[src/rtl/mult4_seq_ctrl.sv]
// Purpose : sequential shift-and-add unsigned WIDTH x WIDTH multiplier with valid/ready on both sides.
// Latency : WIDTH cycles from operand acceptance to out_valid; one operation per WIDTH+2 cycles.
// Backpr. : product and out_valid hold indefinitely while out_ready=0; in_ready stays low until the result drains.
//
// Ports:
//   clk        rising-edge clock
//   reset      synchronous active-low reset (0 = reset)
//   in_valid   operand source presents A/B
//   in_ready   block is idle and will take A/B on this edge
//   A, B       unsigned multiplicand / multiplier (WIDTH bits)
//   out_valid  product is available
//   out_ready  consumer takes the product on this edge
//   product    unsigned A*B (2*WIDTH bits), held after hand-off
//   busy       high while iterating
module mult4_seq_ctrl #(
   parameter int WIDTH = 4
) (
   input  logic                 clk,
   input  logic                 reset,
   input  logic                 in_valid,
   output logic                 in_ready,
   input  logic [WIDTH-1:0]     A,
   input  logic [WIDTH-1:0]     B,
   output logic                 out_valid,
   input  logic                 out_ready,
   output logic [2*WIDTH-1:0]   product,
   output logic                 busy
);

   // Counter only has to reach WIDTH-1; $clog2 is at least 1 for WIDTH >= 2.
   localparam int CW = $clog2(WIDTH);
   localparam logic [CW-1:0] LAST = CW'(WIDTH - 1);

   typedef enum logic [1:0] {
      IDLE = 2'd0,
      CALC = 2'd1,
      DONE = 2'd2
   } state_t;

   state_t               state;
   state_t               state_nxt;

   logic [2*WIDTH-1:0]   mcand;
   logic [2*WIDTH-1:0]   mcand_nxt;
   logic [WIDTH-1:0]     mplier;
   logic [WIDTH-1:0]     mplier_nxt;
   logic [2*WIDTH-1:0]   acc;
   logic [2*WIDTH-1:0]   acc_nxt;
   logic [CW-1:0]        cnt;
   logic [CW-1:0]        cnt_nxt;
   logic [2*WIDTH-1:0]   product_q;
   logic [2*WIDTH-1:0]   product_nxt;

   // Partial product for the current multiplier bit. The running sum is
   // bounded by (2^WIDTH-1)^2, so the 2*WIDTH-bit add never carries out.
   logic [2*WIDTH-1:0]   add_term;
   logic [2*WIDTH-1:0]   acc_sum;

   assign add_term = mplier[0] ? mcand : '0;
   assign acc_sum  = acc + add_term;

   // State register and datapath registers. Reset wins over every input,
   // so an in-flight operation is dropped without ever raising out_valid.
   always_ff @(posedge clk) begin
      if (!reset) begin
         state     <= IDLE;
         mcand     <= '0;
         mplier    <= '0;
         acc       <= '0;
         cnt       <= '0;
         product_q <= '0;
      end else begin
         state     <= state_nxt;
         mcand     <= mcand_nxt;
         mplier    <= mplier_nxt;
         acc       <= acc_nxt;
         cnt       <= cnt_nxt;
         product_q <= product_nxt;
      end
   end

   // Next-state and datapath update.
   always_comb begin
      state_nxt   = state;
      mcand_nxt   = mcand;
      mplier_nxt  = mplier;
      acc_nxt     = acc;
      cnt_nxt     = cnt;
      product_nxt = product_q;

      case (state)
         IDLE: begin
            // in_ready is implied by IDLE, so in_valid alone completes the handshake.
            if (in_valid) begin
               mcand_nxt  = {{WIDTH{1'b0}}, A};
               mplier_nxt = B;
               acc_nxt    = '0;
               cnt_nxt    = '0;
               state_nxt  = CALC;
            end
         end

         CALC: begin
            // Fixed WIDTH iterations; no early exit when the multiplier empties,
            // so latency does not depend on operand values.
            acc_nxt    = acc_sum;
            mcand_nxt  = mcand << 1;
            mplier_nxt = mplier >> 1;
            cnt_nxt    = cnt + CW'(1);
            if (cnt == LAST) begin
               product_nxt = acc_sum;
               state_nxt   = DONE;
            end
         end

         DONE: begin
            // out_valid is implied by DONE; product_q is untouched until the
            // next operation completes, so it is stable under backpressure
            // and keeps its value after the hand-off.
            if (out_ready) begin
               state_nxt = IDLE;
            end
         end

         default: begin
            state_nxt = IDLE;
         end
      endcase
   end

   // All handshake/status outputs decode from state only: no combinational
   // path from in_valid or out_ready to any output.
   assign in_ready  = (state == IDLE);
   assign busy      = (state == CALC);
   assign out_valid = (state == DONE);
   assign product   = product_q;

endmodule

[config.mk]
export PLATFORM = sky130hd
export DESIGN_NAME = mult4_seq_ctrl
export DESIGN_NICKNAME = d
export VERILOG_FILES = /design/src/rtl/mult4_seq_ctrl.sv
export SDC_FILE = /design/constraint.sdc
export NUM_CORES = 1
export LEC_CHECK = 0
export CAP_MARGIN = 30
export CORE_MARGIN = 2
export CORE_UTILIZATION = 55
export DETAILED_ROUTE_END_ITERATION = 10
export DONT_BUFFER_PORTS = 1
export GPL_TIMING_DRIVEN = 1
export PLACE_DENSITY = 0.8
export SETUP_SLACK_MARGIN = 0.3
export SYNTH_ARGS = -nofsm -noshare
export SYNTH_HDL_FRONTEND = slang
export SYNTH_SLANG_ARGS = --single-unit
[constraint.sdc]
create_clock -name clk -period 5.25 [get_ports clk]
set_input_delay 0.7875 -clock clk [delete_from_list [all_inputs] [get_ports clk]]
set_output_delay 0.7875 -clock clk [all_outputs]
set_load 0.02 [all_outputs]
==> run metrics, run 1 <==
CP Launch Type register; Die Y 60.4 µm; P_leak between 0.6 and 0.7 nW; fin crit share a little under half; die area around 3700 µm²; # Post-CTS Setup Buffers 0; Num CTS Buffers 5; clk_lat worst skew ~0.34 ns; initial antenna violation count 0; Final Hold Viols 0; RSZ-0062 raised after global routing false; register area share after synthesis roughly 37%; Synth Instances about 200; final net count about 210; skew final approximately 0.0076 ns; routed length per instance ~15 µm; fin area approximately 1800 µm²; Sink Count 32; # resized after CTS 0; Hold Worst Slack 0.503 ns; Clock Path Buffers 2; Clk pin slew, worst setup/hold paths ~0.1 ns; max-slew violations 0; Max FO, Critical Path 20; Max-cap violations 0; dpl cell area 1750 µm²; Clock Root Buffer clkbuf_4; CTS tree yes; placed cell count 230; Post-synth EDFFs 0; first-pass GRT wire length 6320 µm; largest net degree at the start of global routing 39; asr flop ratio synth 0%; Synth Cell Area 1750 µm²; total global routing overflow 0; total iterations of the first detailed-routing run 4; setup violators final 0; total power per unit cell area 248 nW/µm²; run status complete, no violations; DR iter-0 viols a little over 60; Antenna Nets Post-Route 0; share of layout cells above drive strength 1 around an eighth; most frequent cells in the layout dfxtp_1 (32), nand2_1 (17), nor2b_1 (17); HPWL Detailed between 2000 and 3000 µm; Die Wd 60.4 µm; Synth Flop Type dfxtp_1; synth warn 0; Initial Utilization ~57%; Peak VDD IR 0.194 mV; post-synth net total between 200 and 250; Fin Setup TNS 0 ns; Non-Filler Instances ~240; post-synthesis register bit count 32; hold buffers post-CTS 0; GP Congestion approximately 0.85; Core Footprint roughly 3100 µm²; Slew headroom 51.7%; fmax 0.413 GHz; Netlist cell types between 50 and 60; H-tree levels 2; post-layout min period around 2.4 ns; vias in the first global route around 1400; commonest non-fill, non-tap cell in the layout dfxtp_1; Layout area overhead 3.50%; site row count 20; syn avg cell area a little under 9 µm²; Hold WC Path Type reg2reg; vias roughly 1400; CP arrival about 1.6 ns; slew of the pin with the lowest slew margin roughly 0.72 ns; ANT cells 0; Critical Path End Type output pin; Post-Route WL between 3000 and 4000 µm; All-Layer GR Usage 23.8%; IO Count 23; Setup CP Type reg2out; # DRC 0; Reg area around 640 µm²; drt via density between 5 and 6; WP data required 4.46 ns; IO Port Bufs 0; Multi-input gate area between 1000 and 1500 µm²; Filler cells roughly 300
[layer usage]
| layer | up-vias | share of wire (%) | track usage, % |
|---|---|---|---|
| met5 | - | 0 | 0 |
| met4 | 0 | 0.85 | 6.52 |
| met3 | 4 | 5.7 | 8.53 |
| met2 | 32 | 47 | 38.2 |
| met1 | 665 | 46 | 30.4 |
| li1 | 702 | - | - |
[worst paths after layout]
path	start	end	slack, ns	cells after the start
worst max-delay path	state[0]$_SDFFE_PN0P_	busy	2.83	2
worst min-delay path	acc[6]$_SDFFE_PN0P_	acc[6]$_SDFFE_PN0P_	0.50	2
worst max register to register	mplier[0]$_SDFFE_PN0P_	product[6]$_SDFFE_PN0P_	3.03	8
worst min register to register	acc[6]$_SDFFE_PN0P_	acc[6]$_SDFFE_PN0P_	0.50	2
[critical path: stages (launching register included)]
cell and delay, ns:
dfxtp_1 0.80, nand2b_4 0.18, inv_2 0.30
[cell usage after synthesis (2+ instances only)]
library cell | instances | area (µm²)
nor2_1 | 9 | 33.8
o31ai_1 | 2 | 15.0
nand2_1 | 17 | 63.8
buf_2 | 3 | 15.0
inv_1 | 6 | 22.5
o21ai_0 | 5 | 25.0
o221a_2 | 6 | 67.6
o211ai_1 | 2 | 15.0
nor2b_1 | 17 | 106
o2111ai_1 | 3 | 26.3
o211a_1 | 2 | 20.0
nor2_2 | 2 | 12.5
dfxtp_1 | 32 | 641
nand3b_1 | 2 | 15.0
and2_1 | 9 | 56.3
buf_1 | 2 | 7.51
a21boi_0 | 6 | 45.0
nand2b_1 | 4 | 25.0
nor3b_1 | 2 | 15.0
ha_1 | 8 | 100
a21o_1 | 2 | 15.0
a21oi_1 | 11 | 55.1
nand3_1 | 8 | 40.0
a22oi_1 | 7 | 52.6
clkbuf_1 | 3 | 11.3
[state kept, by name (all words and copies together) (netlist names)]
name	flops
product	8
mplier	4
acc	8
state	2
mcand	8
cnt	2
[through the flow]
step	total power (W)	util, %	setup WS (ns)
5_1_grt	0.000468	59.4	2.73
3_3_place_gp	0.000300	57.5	3.21
3_5_place_dp	0.000302	57.5	3.04
2_1_floorplan	0.000300	-	3.33
6_report	0.000449	59.4	2.83
4_1_cts	0.000449	59.4	2.84
[cells by family after synthesis]
group / synth area share (%)
adder cells (fa/ha/maj): 6.86
multiplexers: 0.571
flip-flops: 36.6
AO/OA/AOI/OAI: 25.4
XOR/XNOR: 1.00
buffers and inverters: 4.50
AND/OR/NAND/NOR: 25.1
[final cells by class]
class                      count  area share (%)
clock buffer                   8            3.24
multi-input combinational    147            56.9
sequential                    32            35.3
tap                           44            3.04
inverter                       7            1.45
[where the power goes]
group          switching (W)  leakage, nW  internal [W]
clock network      0.0000865       0.0326     0.0000660
registers         0.00000910        0.260      0.000250
logic              0.0000198        0.404     0.0000175
total               0.000115        0.696      0.000334
(Power assumes the default switching activity.)
==> inputs of run 2 (changes only) <==
- PLACE_DENSITY: 0.8 -> 0.83
- clock period: 5.25 -> 2 ns (I/O delays scaled with it)
==> run 2 against run 1 <==
Effect of this change:
- design area rose by 18%
- die area unchanged
- hold slack got worse by 0.43 ns
- critical path type is now reg2reg
- critical endpoint is now acc[6]$_SDFFE_PN0P_
- utilization increased by 10 points
- count of clock-buffer cells in the layout fell by 2
==> run metrics, run 2 (synthesis results as in run 1) <==
most frequent cells in the layout dfxtp_1 (27), nor2b_1 (17), nand2_1 (15); Initial Utilization 57.4%; IO Count 23; hold endpoint acc[1]$_SDFFE_PN0P_; first-pass GRT wire length about 6700 µm; site row count 20; HPWL Detailed 2650 µm; dpl cell area ~1800 µm²; total power per unit cell area roughly 610 nW/µm²; post-layout min period roughly 1.9 ns; Fin Setup TNS 0 ns; IO Port Bufs 0; CP startpoint mplier[0]$_SDFFE_PN0P_; Final Hold Viols 0; Hold Path Depth 1; GP Congestion approximately 0.85; Hold Path Origin reset; H-tree levels 2; setup violators final 0; WP data required 2.27 ns; total iterations of the first detailed-routing run 4; CTS tree yes; slack of the worst reg-to-reg path around 0.14 ns; Clock Root Buffer clkbuf_4; largest net degree at the start of global routing 39; Slew headroom approximately 58%; Max-cap violations 0; Die Wd 60.4 µm; share of layout cells above drive strength 1 32.0%; Hold WC Path Type in2reg; fin area between 2000 and 2500 µm²; worst r2r dst acc[6]$_SDFFE_PN0P_; total global routing overflow 0; vias 1495; fmax approximately 0.54 GHz; Layout area overhead 21.6%; reg2reg path depth 8; worst setup margin about 0.14 ns; hold buffers post-CTS 0; All-Layer GR Usage 25.1%; run status complete, no violations; slew of the pin with the lowest slew margin about 0.63 ns; commonest non-fill, non-tap cell in the layout dfxtp_1; final net count about 230; pre-CTS WS between 0.07 and 0.08 ns; ANT cells 0; Max FO, Critical Path 7; Post-Route WL approximately 4100 µm; Clock Path Buffers 2; DR iter-0 viols 72; initial antenna violation count 0; P_leak 0.800 nW; Peak VDD IR around 0.46 mV; Sink Count 32; vias in the first global route about 1500; # DRC 0; routed length per instance 16.6 µm; CP Launch Type register; clk_lat worst skew ~0.35 ns; Clk pin slew, worst setup/hold paths between 0.1 and 0.15 ns; RSZ-0062 raised after global routing true; die area around 3700 µm²; drt via density approximately 6; Core Footprint 3050 µm²; fin crit share between 90% and 100%; Setup CP Type reg2reg; R2R Path Start mplier[0]$_SDFFE_PN0P_; Num CTS Buffers 5; Critical Path End Type register; max-slew violations 0; CP arrival around 2.1 ns; skew final approximately 0.016 ns; Antenna Nets Post-Route 0; Die Y roughly 60 µm
-- run 2: cell count changes in the layout (fill, tap and decap cells not counted), moves of 3 or more --
cell      before  now
a21boi_0       6    2
a21boi_1       0    4
a21oi_1       11    8
buf_4          0   11
dfxtp_1       32   27
dfxtp_2        0    3
ha_1           8    3
ha_4           0    5
o21ai_0        5    1
o21ai_1        1    4
-- run 2: where the power goes --
group	internal, W	total (W)	switching, W
registers	0.000656	0.000678	0.0000215
clock network	0.000262	0.000497	0.000235
logic	0.0000591	0.000122	0.0000626
total	0.000977	0.00130	0.000319
-- run 2: layer usage --
metal	GRT usage, %	vias up	part of all wire [%]
li1	-	724	-
met1	29.9	722	42
met2	40.5	40	51
met3	8.53	9	4.9
met4	12.7	0	2.0
met5	0	-	0
-- run 2: through the flow --
stage / total power, W / hold slack, ns / util (%) / std cells
after floorplan: 0.000789 / 0.441 / - / 196
after global placement: 0.000794 / 0.424 / 59.2 / 232
after detailed placement: 0.000799 / 0.428 / 59.2 / 232
after CTS: 0.00129 / 0.0603 / 66.4 / 246
after global routing: 0.00134 / 0.0619 / 69.8 / 250
final: 0.00130 / 0.0722 / 69.8 / 250
-- run 2: repair_timing --
action,CTS,global route
buffers inserted,6,4
resized for setup,23,18
endpoints found under the setup margin,12,13
pin swaps,10,11
-- run 2: final cells by class --
| cell class | count | area, µm² |
|---|---|---|
| multi-input combinational | 147 | 1230 |
| fill | 241 | 922 |
| sequential | 32 | 652 |
| timing repair buffer | 12 | 93.8 |
| tap | 44 | 55.1 |
| clock buffer | 6 | 41.3 |
| clock inverter | 2 | 35.0 |
| inverter | 7 | 26.3 |
-- run 2: worst max-delay path by stage --
stage	to	slack [ns]	depth (start not counted)
2_1_floorplan	product[6]$_SDFFE_PN0P_	0.25	8
3_3_place_gp	product[6]$_SDFFE_PN0P_	0.19	8
3_5_place_dp	acc[6]$_SDFFE_PN0P_	0.08	8
4_1_cts	acc[6]$_SDFFE_PN0P_	0.14	8
5_1_grt	acc[6]$_SDFFE_PN0P_	0.06	8
6_report	acc[6]$_SDFFE_PN0P_	0.14	8
-- run 2: critical path: stages (launching register included) --
cell       delay (ns)
dfxtp_4          0.39
and2_4           0.15
ha_4             0.13
inv_2            0.03
fa_2             0.34
nand2b_4         0.17
a2111oi_4        0.35
a211oi_2         0.08
o21ai_1          0.16
==> inputs of run 3 (changes only) <==
- ABC_AREA: not set -> 0
==> results of run 3 <==
No change in the layout: final DEF, timing and power equal those of run 2.
